### src/rtl/aes_arbiter.sv
// Round-robin arbiter sharing one pipelined AES-128 core among NUM_REQ requesters.
// Tracks issued work in an id FIFO, buffers results in an in-order response FIFO,
// and sequences key changes so a new key is applied only while the core is empty.
module aes_arbiter #(
    parameter int unsigned NUM_REQ = 2,
    parameter int unsigned DEPTH   = 4
) (
    input  logic                            i_clk,
    input  logic                            i_rst,
    input  logic [NUM_REQ-1:0]              i_req_valid,
    output logic [NUM_REQ-1:0]              o_req_ready,
    input  logic [NUM_REQ-1:0][127:0]       i_req_data,
    output logic [NUM_REQ-1:0]              o_rsp_valid,
    input  logic [NUM_REQ-1:0]              i_rsp_ready,
    output logic [127:0]                    o_rsp_data,
    input  logic [127:0]                    i_key_in,
    input  logic                            i_key_load,
    output logic                            o_key_busy,
    output logic                            o_core_data_valid,
    output logic [127:0]                    o_core_plain_text,
    output logic                            o_core_key_valid,
    output logic [127:0]                    o_core_cipher_key,
    input  logic                            i_core_valid_out,
    input  logic [127:0]                    i_core_cipher_text,
    output logic [$clog2(DEPTH):0]          o_inflight,
    output logic                            o_err_spurious
);

    localparam int unsigned IW = $clog2(NUM_REQ);
    localparam int unsigned PW = $clog2(DEPTH);
    localparam int unsigned CW = PW + 1;
    localparam logic [CW:0] LIMIT = (CW + 1)'(DEPTH);

    // Arbitration and issue tracking
    logic [IW-1:0]  r_rr_ptr;
    logic [CW-1:0]  r_inflight;
    logic [IW-1:0]  r_id_mem [DEPTH];
    logic [PW-1:0]  r_id_wr;
    logic [PW-1:0]  r_id_rd;

    // Response FIFO
    logic [IW-1:0]  r_rsp_id_mem [DEPTH];
    logic [127:0]   r_rsp_ct_mem [DEPTH];
    logic [PW-1:0]  r_rsp_wr;
    logic [PW-1:0]  r_rsp_rd;
    logic [CW-1:0]  r_rsp_count;

    // Key sequencing
    logic           r_key_busy;
    logic [127:0]   r_key_stage;
    logic [127:0]   r_key;
    logic           r_key_valid;
    logic           r_err;

    logic [IW-1:0]  w_grant;
    logic [IW-1:0]  w_cand;
    logic           w_any;
    logic [CW:0]    w_total;
    logic           w_can_issue;
    logic           w_issue;
    logic           w_ret;
    logic           w_spur;
    logic           w_rsp_nonempty;
    logic [IW-1:0]  w_rsp_id;
    logic           w_rsp_pop;
    logic           w_key_swap;

    function automatic logic [IW-1:0] wrap_add(input logic [IW-1:0] base, input int unsigned off);
        int unsigned sum;
        sum = 32'(base) + off;
        if (sum >= NUM_REQ) sum = sum - NUM_REQ;
        return IW'(sum);
    endfunction

    // Round-robin search starting at r_rr_ptr; first valid requester wins
    always_comb begin
        w_grant = '0;
        w_cand  = '0;
        w_any   = 1'b0;
        for (int unsigned k = 0; k < NUM_REQ; k++) begin
            w_cand = wrap_add(r_rr_ptr, k);
            if (!w_any && i_req_valid[w_cand]) begin
                w_any   = 1'b1;
                w_grant = w_cand;
            end
        end
    end

    // Credit check, issue strobe and handshake decode
    always_comb begin
        // Pops this cycle are deliberately not credited to keep the path short
        w_total        = {1'b0, r_inflight} + {1'b0, r_rsp_count};
        // The key-valid cycle is also blocked so the first new-key issue follows it
        w_can_issue    = !i_rst && (w_total < LIMIT) && !r_key_busy && !r_key_valid;
        w_issue        = w_any && w_can_issue;
        w_ret          = i_core_valid_out && (r_inflight != '0);
        w_spur         = i_core_valid_out && (r_inflight == '0);
        w_rsp_nonempty = (r_rsp_count != '0);
        w_rsp_id       = r_rsp_id_mem[r_rsp_rd];
        w_rsp_pop      = w_rsp_nonempty && i_rsp_ready[w_rsp_id];
        w_key_swap     = r_key_busy && (r_inflight == '0);

        o_req_ready = '0;
        if (w_issue) o_req_ready[w_grant] = 1'b1;

        o_rsp_valid = '0;
        if (w_rsp_nonempty) o_rsp_valid[w_rsp_id] = 1'b1;

        o_core_data_valid = w_issue;
        o_core_plain_text = w_issue ? i_req_data[w_grant] : '0;
    end

    assign o_rsp_data        = r_rsp_ct_mem[r_rsp_rd];
    assign o_key_busy        = r_key_busy;
    assign o_core_key_valid  = r_key_valid;
    assign o_core_cipher_key = r_key;
    assign o_inflight        = r_inflight;
    assign o_err_spurious    = r_err;

    // Round-robin pointer, in-flight counter and id FIFO pointers
    always_ff @(posedge i_clk) begin
        if (i_rst) begin
            r_rr_ptr   <= '0;
            r_inflight <= '0;
            r_id_wr    <= '0;
            r_id_rd    <= '0;
        end else begin
            if (w_issue) begin
                r_rr_ptr <= wrap_add(w_grant, 1);
                r_id_wr  <= r_id_wr + PW'(1);
            end
            if (w_ret) r_id_rd <= r_id_rd + PW'(1);
            case ({w_issue, w_ret})
                2'b10:   r_inflight <= r_inflight + CW'(1);
                2'b01:   r_inflight <= r_inflight - CW'(1);
                default: r_inflight <= r_inflight;
            endcase
        end
    end

    // FIFO storage; contents are don't-care while the matching FIFO is empty
    always_ff @(posedge i_clk) begin
        if (w_issue) r_id_mem[r_id_wr] <= w_grant;
        if (w_ret) begin
            r_rsp_id_mem[r_rsp_wr] <= r_id_mem[r_id_rd];
            r_rsp_ct_mem[r_rsp_wr] <= i_core_cipher_text;
        end
    end

    // Response FIFO pointers and occupancy
    always_ff @(posedge i_clk) begin
        if (i_rst) begin
            r_rsp_wr    <= '0;
            r_rsp_rd    <= '0;
            r_rsp_count <= '0;
        end else begin
            if (w_ret)     r_rsp_wr <= r_rsp_wr + PW'(1);
            if (w_rsp_pop) r_rsp_rd <= r_rsp_rd + PW'(1);
            case ({w_ret, w_rsp_pop})
                2'b10:   r_rsp_count <= r_rsp_count + CW'(1);
                2'b01:   r_rsp_count <= r_rsp_count - CW'(1);
                default: r_rsp_count <= r_rsp_count;
            endcase
        end
    end

    // Key staging and swap once the core has drained
    always_ff @(posedge i_clk) begin
        if (i_rst) begin
            r_key_busy  <= 1'b0;
            r_key_stage <= '0;
            r_key       <= '0;
            r_key_valid <= 1'b0;
        end else begin
            r_key_valid <= w_key_swap;
            if (w_key_swap) r_key <= r_key_stage;
            // A load coinciding with a swap keeps busy set for a second swap
            if (i_key_load) begin
                r_key_stage <= i_key_in;
                r_key_busy  <= 1'b1;
            end else if (w_key_swap) begin
                r_key_busy  <= 1'b0;
            end
        end
    end

    // Sticky flag for core results arriving with nothing outstanding
    always_ff @(posedge i_clk) begin
        if (i_rst) r_err <= 1'b0;
        else if (w_spur) r_err <= 1'b1;
    end

endmodule

### config.mk
export PLATFORM = sky130hd
export DESIGN_NAME = aes_arbiter
export DESIGN_NICKNAME = d
export VERILOG_FILES = /design/src/rtl/aes_arbiter.sv
export SDC_FILE = /design/constraint.sdc
export NUM_CORES = 1
export LEC_CHECK = 0
export ABC_AREA = 1
export BUFFER_PORTS_ARGS = -buffer_cell sky130_fd_sc_hd__clkbuf_2
export CORE_AREA = 8 8 346 348
export DETAILED_ROUTE_END_ITERATION = 6
export DIE_AREA = 0 0 354 356
export SLEW_MARGIN = 15
export SYNTH_ARGS = -nofsm -noshare
export SYNTH_HDL_FRONTEND = slang
export SYNTH_SLANG_ARGS = --single-unit
### constraint.sdc
create_clock -name i_clk -period 9.07 [get_ports i_clk]
set_input_delay 0.907 -clock i_clk [delete_from_list [all_inputs] [get_ports i_clk]]
set_output_delay 0.907 -clock i_clk [all_outputs]
set_load 0.005 [all_outputs]
==> results of run 1 <==
==> sequential cells by signal, indices dropped and copies added, names as in the netlist, named ones only <==
name / cells
r_id_wr: 2
o_inflight: 3
r_rsp_rd: 2
r_rsp_wr: 2
r_id_rd: 2
o_core_cipher_key: 128
r_rsp_count: 3
o_core_key_valid: 1
r_rsp_ct_mem: 512
o_key_busy: 1
r_id_mem: 4
r_rr_ptr: 1
r_rsp_id_mem: 4
o_err_spurious: 1
r_key_stage: 128
==> layer usage <==
metal,global-route usage [%],vias to the layer above,share of wire [%]
met5,0,-,0.11
met4,4.174,26,1.8
met3,10.78,227,11
met2,37.95,985,44
met1,31.91,12070,43
li1,-,11710,-
==> logic make-up (layout without fill, tap and decap cells) <==
logic type / count (synthesis) / in the layout
fa+ha+maj: 14 / 14
buf+inv: 362 / 1254
xor+xnor: 1 / 1
simple gates: 951 / 951
flops: 798 / 798
other cells: 0 / 26
compound gates: 803 / 803
==> Yosys cell counts <==
cell | number | area share (%)
buf_2 | 25 | 0.41
a32oi_1 | 1 | 0.029
nand4_1 | 1 | 0.020
buf_6 | 13 | 0.48
clkbuf_1 | 148 | 1.8
dfxtp_1 | 278 | 18
nor2_1 | 534 | 6.5
nand2_2 | 10 | 0.20
nor2_8 | 1 | 0.065
nand2_1 | 393 | 4.8
o21ai_0 | 524 | 8.5
buf_1 | 8 | 0.098
inv_1 | 160 | 2.0
a21oi_1 | 148 | 2.4
and3_1 | 1 | 0.020
o21ai_1 | 2 | 0.033
buf_4 | 4 | 0.098
fa_1 | 2 | 0.13
nor3_1 | 1 | 0.016
ha_1 | 12 | 0.49
buf_8 | 1 | 0.049
inv_2 | 3 | 0.037
edfxtp_1 | 520 | 51
nand3_1 | 10 | 0.16
xor2_1 | 1 | 0.029
o22ai_1 | 128 | 2.6
==> cell type report <==
class	instances	area (sq um)
clock buffers	110	2332
inverters	163	626.9
fillers	11680	74360
clock inverters	46	618.1
diodes	26	65.06
flip-flops and latches	798	21190
multi-input cells	1769	8054
repair buffers	935	4747
well taps	1512	1892
==> power by group <==
group | switching, W | internal (W) | total, W
logic | 0.00204 | 0.000899 | 0.00294
registers | 0.000214 | 0.00437 | 0.00459
clock network | 0.00145 | 0.00215 | 0.00360
total | 0.00370 | 0.00742 | 0.0111
==> per-stage QoR <==
stage | power (W) | setup WS, ns | hold slack (ns)
floorplan | 0.006043 | 1.991 | 0.4362
global placement | 0.007620 | 4.428 | 0.4317
detailed placement | 0.007643 | 4.444 | 0.4366
CTS | 0.01126 | 4.035 | 0.4039
global route | 0.01167 | 3.807 | 0.4267
finish | 0.01112 | 4.138 | 0.4438
==> worst register-to-register path, cell delays in order, from the launching register on <==
cell and delay [ns]:
dfxtp_4 0.73, clkinv_2 0.92, buf_4 0.69, nand3_1 0.32, nand3_1 0.10, nand2_1 0.11
nand2_1 0.09, inv_1 0.07, ha_1 0.13, inv_1 0.08, fa_1 0.39, a21oi_1 0.15
o21ai_0 0.12, o21ai_0 0.16, a21oi_1 0.05
==> worst min path at each step <==
stage	slack [ns]	depth (start not counted)	endpoint	from
floorplan	0.44	2	flop	r_id_rd[1]$_SDFFE_PP0P_
global placement	0.43	2	o_core_cipher_key[63]$_SDFFE_PP0P_	o_core_cipher_key[63]$_SDFFE_PP0P_
detailed placement	0.44	2	o_core_cipher_key[1]$_SDFFE_PP0P_	o_core_cipher_key[1]$_SDFFE_PP0P_
CTS	0.40	1	r_rsp_ct_mem[2][100]$_DFFE_PP_	i_core_cipher_text[100]
global route	0.43	1	r_rsp_ct_mem[0][60]$_DFFE_PP_	i_core_cipher_text[60]
finish	0.44	2	o_core_cipher_key[44]$_SDFFE_PP0P_	o_core_cipher_key[44]$_SDFFE_PP0P_
==> impl_metrics.ini, run 1 <==
[clock_network]
cts_buffer_depth = 3
cts_tree = done
cts.sinks = 798
ctsHoldBuffers = 0
post_cts_resized = 0
clk_pin_slew_ns = 0.06
h-tree-depth = 3
clk-insertion-delay-late_ns = 0.65
root_buffer = clkbuf_16
cts_buffers = 85
post_cts_buffers = 0

[yosys]
synth_cells = 2929
synthSimpleGateAreaFrac_pct = 11.82
synth_xor_area_share_pct = 0.02852
synth_fa_ha_area_share_pct = 0.6194
synth_top_family_by_area = compound AO/OA/AOI/OAI gates
synth_mux_area_share_pct = 0
synth_nets = 3463
synth.avg_cell_area_sq_um = 10.48
ys_seq_area_share_pct = 68.98
synthesis.area_sq_mm = 0.03071
synth_cell_types = 26
synth_compound_area_share_pct = 13.62
ys_seq_elements = 798
yosys_warnings = 0

[setup_path]
endpoint = o_rsp_data[61]
worstSetupPathType = reg -> out
ff2ff_path_depth = 14
cp_data_arrival_time_ns = 4.02
cp_max_fo = 102
worst-path-buf-inv = 3
cp_common_cell = buf_4
cp_slowest_cell = dfxtp_4
worst_path_largest_cell_delay_ns = 0.94
crit_path_end_kind = output pin
worstSetupStartpointType = flop
r2r_slack_ns = 4.82
worstPathRequired_ns = 8.16
crit_cells = 5
path_delay_family = buffers and inverters
timing.rr.end = r_rsp_count[2]$_SDFFE_PP0P_
worstPathCellList = buf_4 > buf_4 > o21ai_0 > o22ai_1 > clkbuf_2

[cells_and_area]
final_area_sq_mm = 0.03952
layout.cells.most_common = clkbuf_2
final_cell_mix = 913 x clkbuf_2, 530 x nor2_1, 524 x o21ai_0, 520 x edfxtp_1, 393 x nand2_1
areaGrowthSynthToFinish_pct = 28.72
final_util_pct = 34.71
nets = 4286
fin_cells = 5359
drive_above_1_share_pct = 28.50

[power_and_ir_drop]
p_leak_nw = 16.21
peakVddDrop_mv = 0.1869
p_per_area_mw_per_mm2 = 281.3

[route]
antenna_left = 0
via_per_inst = 4.668
drt-pass1-iter-count = 7
drtIter0Drc = 2019
drcViolationCount = 0
wl_per_cell_microns = 30.04
vias = 25020
drt-total-wl_microns = 161000

[grt]
grt_max_degree = 220
gr-total-overflow = 0
grt_pass1_vias = 23880
antenna_found_initial = 104
grt.total_usage_pct = 24.44
grt_pass1_wl_microns = 211900

[timing]
fmax_mhz = 202.8
period_minus_slack_ns = 4.932
hold_viol = 0
rsz0062_at_grt = false
tightest_slew_ns = 1.145
slew_headroom_pct = 23.66
report.final.slew_viol_count = 0
setup_violations = 0
finalCritPeriodShare_pct = 54.37
fin_worst_skew_ns = 0.03866
fin_tns_setup_ns = 0

[placed_design]
gp_congestion = 1.077
dp_cells = 5177
numPortBuffers = 914
post-dp-hpwl_microns = 127700
dpl_cell_area_sq_mm = 0.03651

[hold_path]
hold_path.class = reg -> reg

[flow_run]
max-cap-violations = 0

[die]
die_area_sq_mm = 0.1260
initial_core_util_pct = 26.96
die_w_microns = 354
rows = 124
core_sq_mm = 0.1139
die_h_microns = 356
pin_count = 915

[outcome]
status = finished clean
Note: power is estimated with default switching activity, not from simulation.
==> run 2: changes to the inputs <==
Settings changed: ABC_AREA 1 to 0, CORE_AREA 8 8 346 348 to 8 8 351 353, DIE_AREA 0 0 354 356 to 0 0 359 361.
Clock period 9.07 ns to 4.02 ns, I/O delays scaled along.
==> run 2 against run 1 <==
Effect of this change:
- clock-buffer cell count down 1
- setup slack worse by 4.1 ns
- area after synthesis down 0.88%
- utilization up 1.1 points
- sequential share of layout area down 3.2 points
- worst hold slack worse by 0.39 ns
- first-iteration DRC count down 13%
- synthesized cell count down 25%
- register-to-register slack worse by 3.4 ns
- final area up 6.3%
- sequential power up 110%
- clock skew up 0.0073 ns
- critical path type unchanged
- largest cell class unchanged
- largest power group unchanged
==> impl_metrics.ini, run 2 <==
[yosys]
post-synth-top-count-cell = edfxtp_1
synth_cells = 2204
synthesis.area_sq_mm = 0.03043
async_reset_ff_share_pct = 0
yosys_warnings = 0
synth_compound_area_share_pct = 4.600
synth_xor_area_share_pct = 0.2014
synth.avg_cell_area_sq_um = 13.81
synth_fa_ha_area_share_pct = 0.6249
synth_top_family_by_area = multiplexers
synth_top_area_share_pct = 51.31
ys_seq_area_share_pct = 69.59
synthTopCellsByCount = 520 x edfxtp_1, 515 x nand2_1, 278 x dfxtp_1, 265 x a21oi_1, 148 x nor2_1
synth_mux_area_share_pct = 13.91
synth_cell_types = 35
ys_seq_elements = 798
yosys-top-cells-area = edfxtp_1 51%, dfxtp_1 18%, mux4_2 9.6%
ys.flop_type = edfxtp_1
synthSimpleGateAreaFrac_pct = 8.695
yosys.area.top_type = edfxtp_1
synth_edf_count = 520
synth_nets = 2738

[cells_and_area]
layout.cells.most_common = clkbuf_2
top_register = r_rsp_ct_mem
final_cell_mix = 912 x clkbuf_2, 520 x edfxtp_1, 514 x nand2_1, 276 x dfxtp_1, 260 x a21oi_1
nets = 3875
largest_reg_flops = 512
final_util_pct = 35.78
nFillCells = 11510
areaGrowthSynthToFinish_pct = 38.07
final_area_sq_mm = 0.04202
drive_above_1_share_pct = 35.65

[die]
die_area_sq_mm = 0.1296
die_h_microns = 361
core_sq_mm = 0.1175
rows = 126
pin_count = 915
die_w_microns = 359
initial_core_util_pct = 25.91

[power_and_ir_drop]
internal_power_w = 0.01615
power_w = 0.02285
pwr-share-seq_pct = 42.8
clkPwrFrac_pct = 33.4
power.switching_w = 0.006702
switching_share_pct = 29.32
peakVddDrop_mv = 0.4538
p_per_area_mw_per_mm2 = 543.9
combPwrFrac_pct = 23.8
p_leak_nw = 16.47

[grt]
antenna_found_initial = 64
gr-total-overflow = 0
grt_pass1_vias = 23190
grt.total_usage_pct = 21.05
grt_pass1_wl_microns = 193300
grt_max_degree = 132

[timing]
slew_headroom_pct = 33.18
finalCritPeriodShare_pct = 98.94
setup_violations = 0
fin_hold_ws_ns = 0.05413
report.final.slew_viol_count = 0
tightest_slew_ns = 1.002
hold_viol = 0
fin_worst_skew_ns = 0.04596
fin_tns_setup_ns = 0
rsz0062_at_grt = false
period_minus_slack_ns = 3.977
fmax_mhz = 251.4

[setup_path]
crit_path_end_kind = output pin
cp_data_arrival_time_ns = 3.58
worstPathRequired_ns = 3.62
cp_max_fo = 131
worstSetupPathType = reg -> out
worstSetupStartpointType = flop

[clock_network]
cts.sinks = 798
clk_pin_slew_ns = 0.06
cts_tree = done
cts_buffers = 84
root_buffer = clkbuf_16
clk-insertion-delay-late_ns = 0.65
h-tree-depth = 3
cts_buffer_depth = 3

[route]
wl_per_cell_microns = 28.75
drt-pass1-iter-count = 5
drcViolationCount = 0
vias = 22790
antenna_left = 0
drt-total-wl_microns = 142300
drtIter0Drc = 1764
via_per_inst = 4.605

[placed_design]
numPortBuffers = 914
post-dp-hpwl_microns = 110800
dpl_cell_area_sq_mm = 0.03670
gp_congestion = 1.212

[flow_run]
max-cap-violations = 0

[hold_path]
hold_path.class = in -> reg

[outcome]
status = finished clean
==> run 2: cell count changes after synthesis, moves of 15 or more <==
cell	change
o21ai_0	-520
nor2_1	-386
inv_1	-147
mux4_2	+130
mux2i_1	+128
o22ai_1	-128
nand2_1	+122
a21oi_1	+117
clkbuf_1	-58
buf_2	+15
==> run 2: path summary, 6_finish.rpt <==
check,from,to,slack (ns),cells after the start
worst max-delay path,o_inflight[2]$_SDFFE_PP0P_,o_core_plain_text[96],0.04,7
worst min-delay path,i_key_in[50],r_key_stage[50]$_SDFFE_PP0P_,0.05,3
worst max register to register,flop,r_rsp_count[2]$_SDFFE_PP0P_,1.41,8
worst min register to register,r_key_stage[127]$_SDFFE_PP0P_,o_core_cipher_key[127]$_SDFFE_PP0P_,0.41,2
==> run 2: logic make-up (layout without fill, tap and decap cells) <==
family	Yosys count	count (layout)
muxes	260	260
xor gates and xnor gates	7	7
and+or+nand+nor	688	688
adders and majority gates	14	14
AOI/OAI and AO/OA	276	276
DFF	798	798
other	0	10
buffers and inverters	161	1360
==> run 2: what timing repair did <==
action / 4_1_cts / 5_1_grt
hold endpoints to repair: 639 / 0
hold buffers: 255 / 0
gates resized for setup: 4 / 1
setup buffers: 0 / 0
endpoints found under the setup margin: 4 / 1
==> run 2: power by group through the flow <==
stage | Sequential, W | Clock, W | Combinational (W)
2_1_floorplan | 0.00990 | 0 | 0.00267
3_3_place_gp | 0.00994 | 0 | 0.00529
3_5_place_dp | 0.00997 | 0 | 0.00529
4_1_cts | 0.00980 | 0.00787 | 0.00553
5_1_grt | 0.00986 | 0.00816 | 0.00583
6_report | 0.00979 | 0.00763 | 0.00544
==> run 2: cell type report <==
cell class	instances	area, sq um	share of cell area [%]
antenna	10	25.02	0.05955
clock inverter	39	450.4	1.072
inverter	15	58.81	0.1399
sequential	798	21190	50.42
timing repair buffer	1197	7515	17.88
clock buffer	109	2276	5.416
tap	1536	1922	4.573
multi-input combinational	1245	8587	20.43
==> run 2: routing by layer <==
layer | part of all wire (%) | global-route usage, % | vias up
li1 | - | - | 10210
met1 | 46 | 29.61 | 11350
met2 | 42 | 30.74 | 1013
met3 | 11 | 8.899 | 190
met4 | 1.6 | 3.125 | 26
met5 | 0.11 | 0 | -
==> run 2: critical path, cell delays in order, from the launching register on <==
cell,delay [ns]
dfxtp_1,0.51
ha_1,0.30
nor4_2,0.21
o211a_1,0.34
nand2_4,0.09
buf_12,0.22
a21oi_1,0.87
clkbuf_2,0.25
==> run 2: through the flow <==
| step | std cells | setup WS (ns) |
|---|---|---|
| 6_report | 4949 | 0.04259 |
| 5_1_grt | 4944 | 0.06006 |
| 4_1_cts | 4939 | 0.04674 |
| 3_5_place_dp | 4536 | 0.4298 |
| 3_3_place_gp | 4536 | 0.4070 |
| 2_1_floorplan | 2204 | 1.035 |
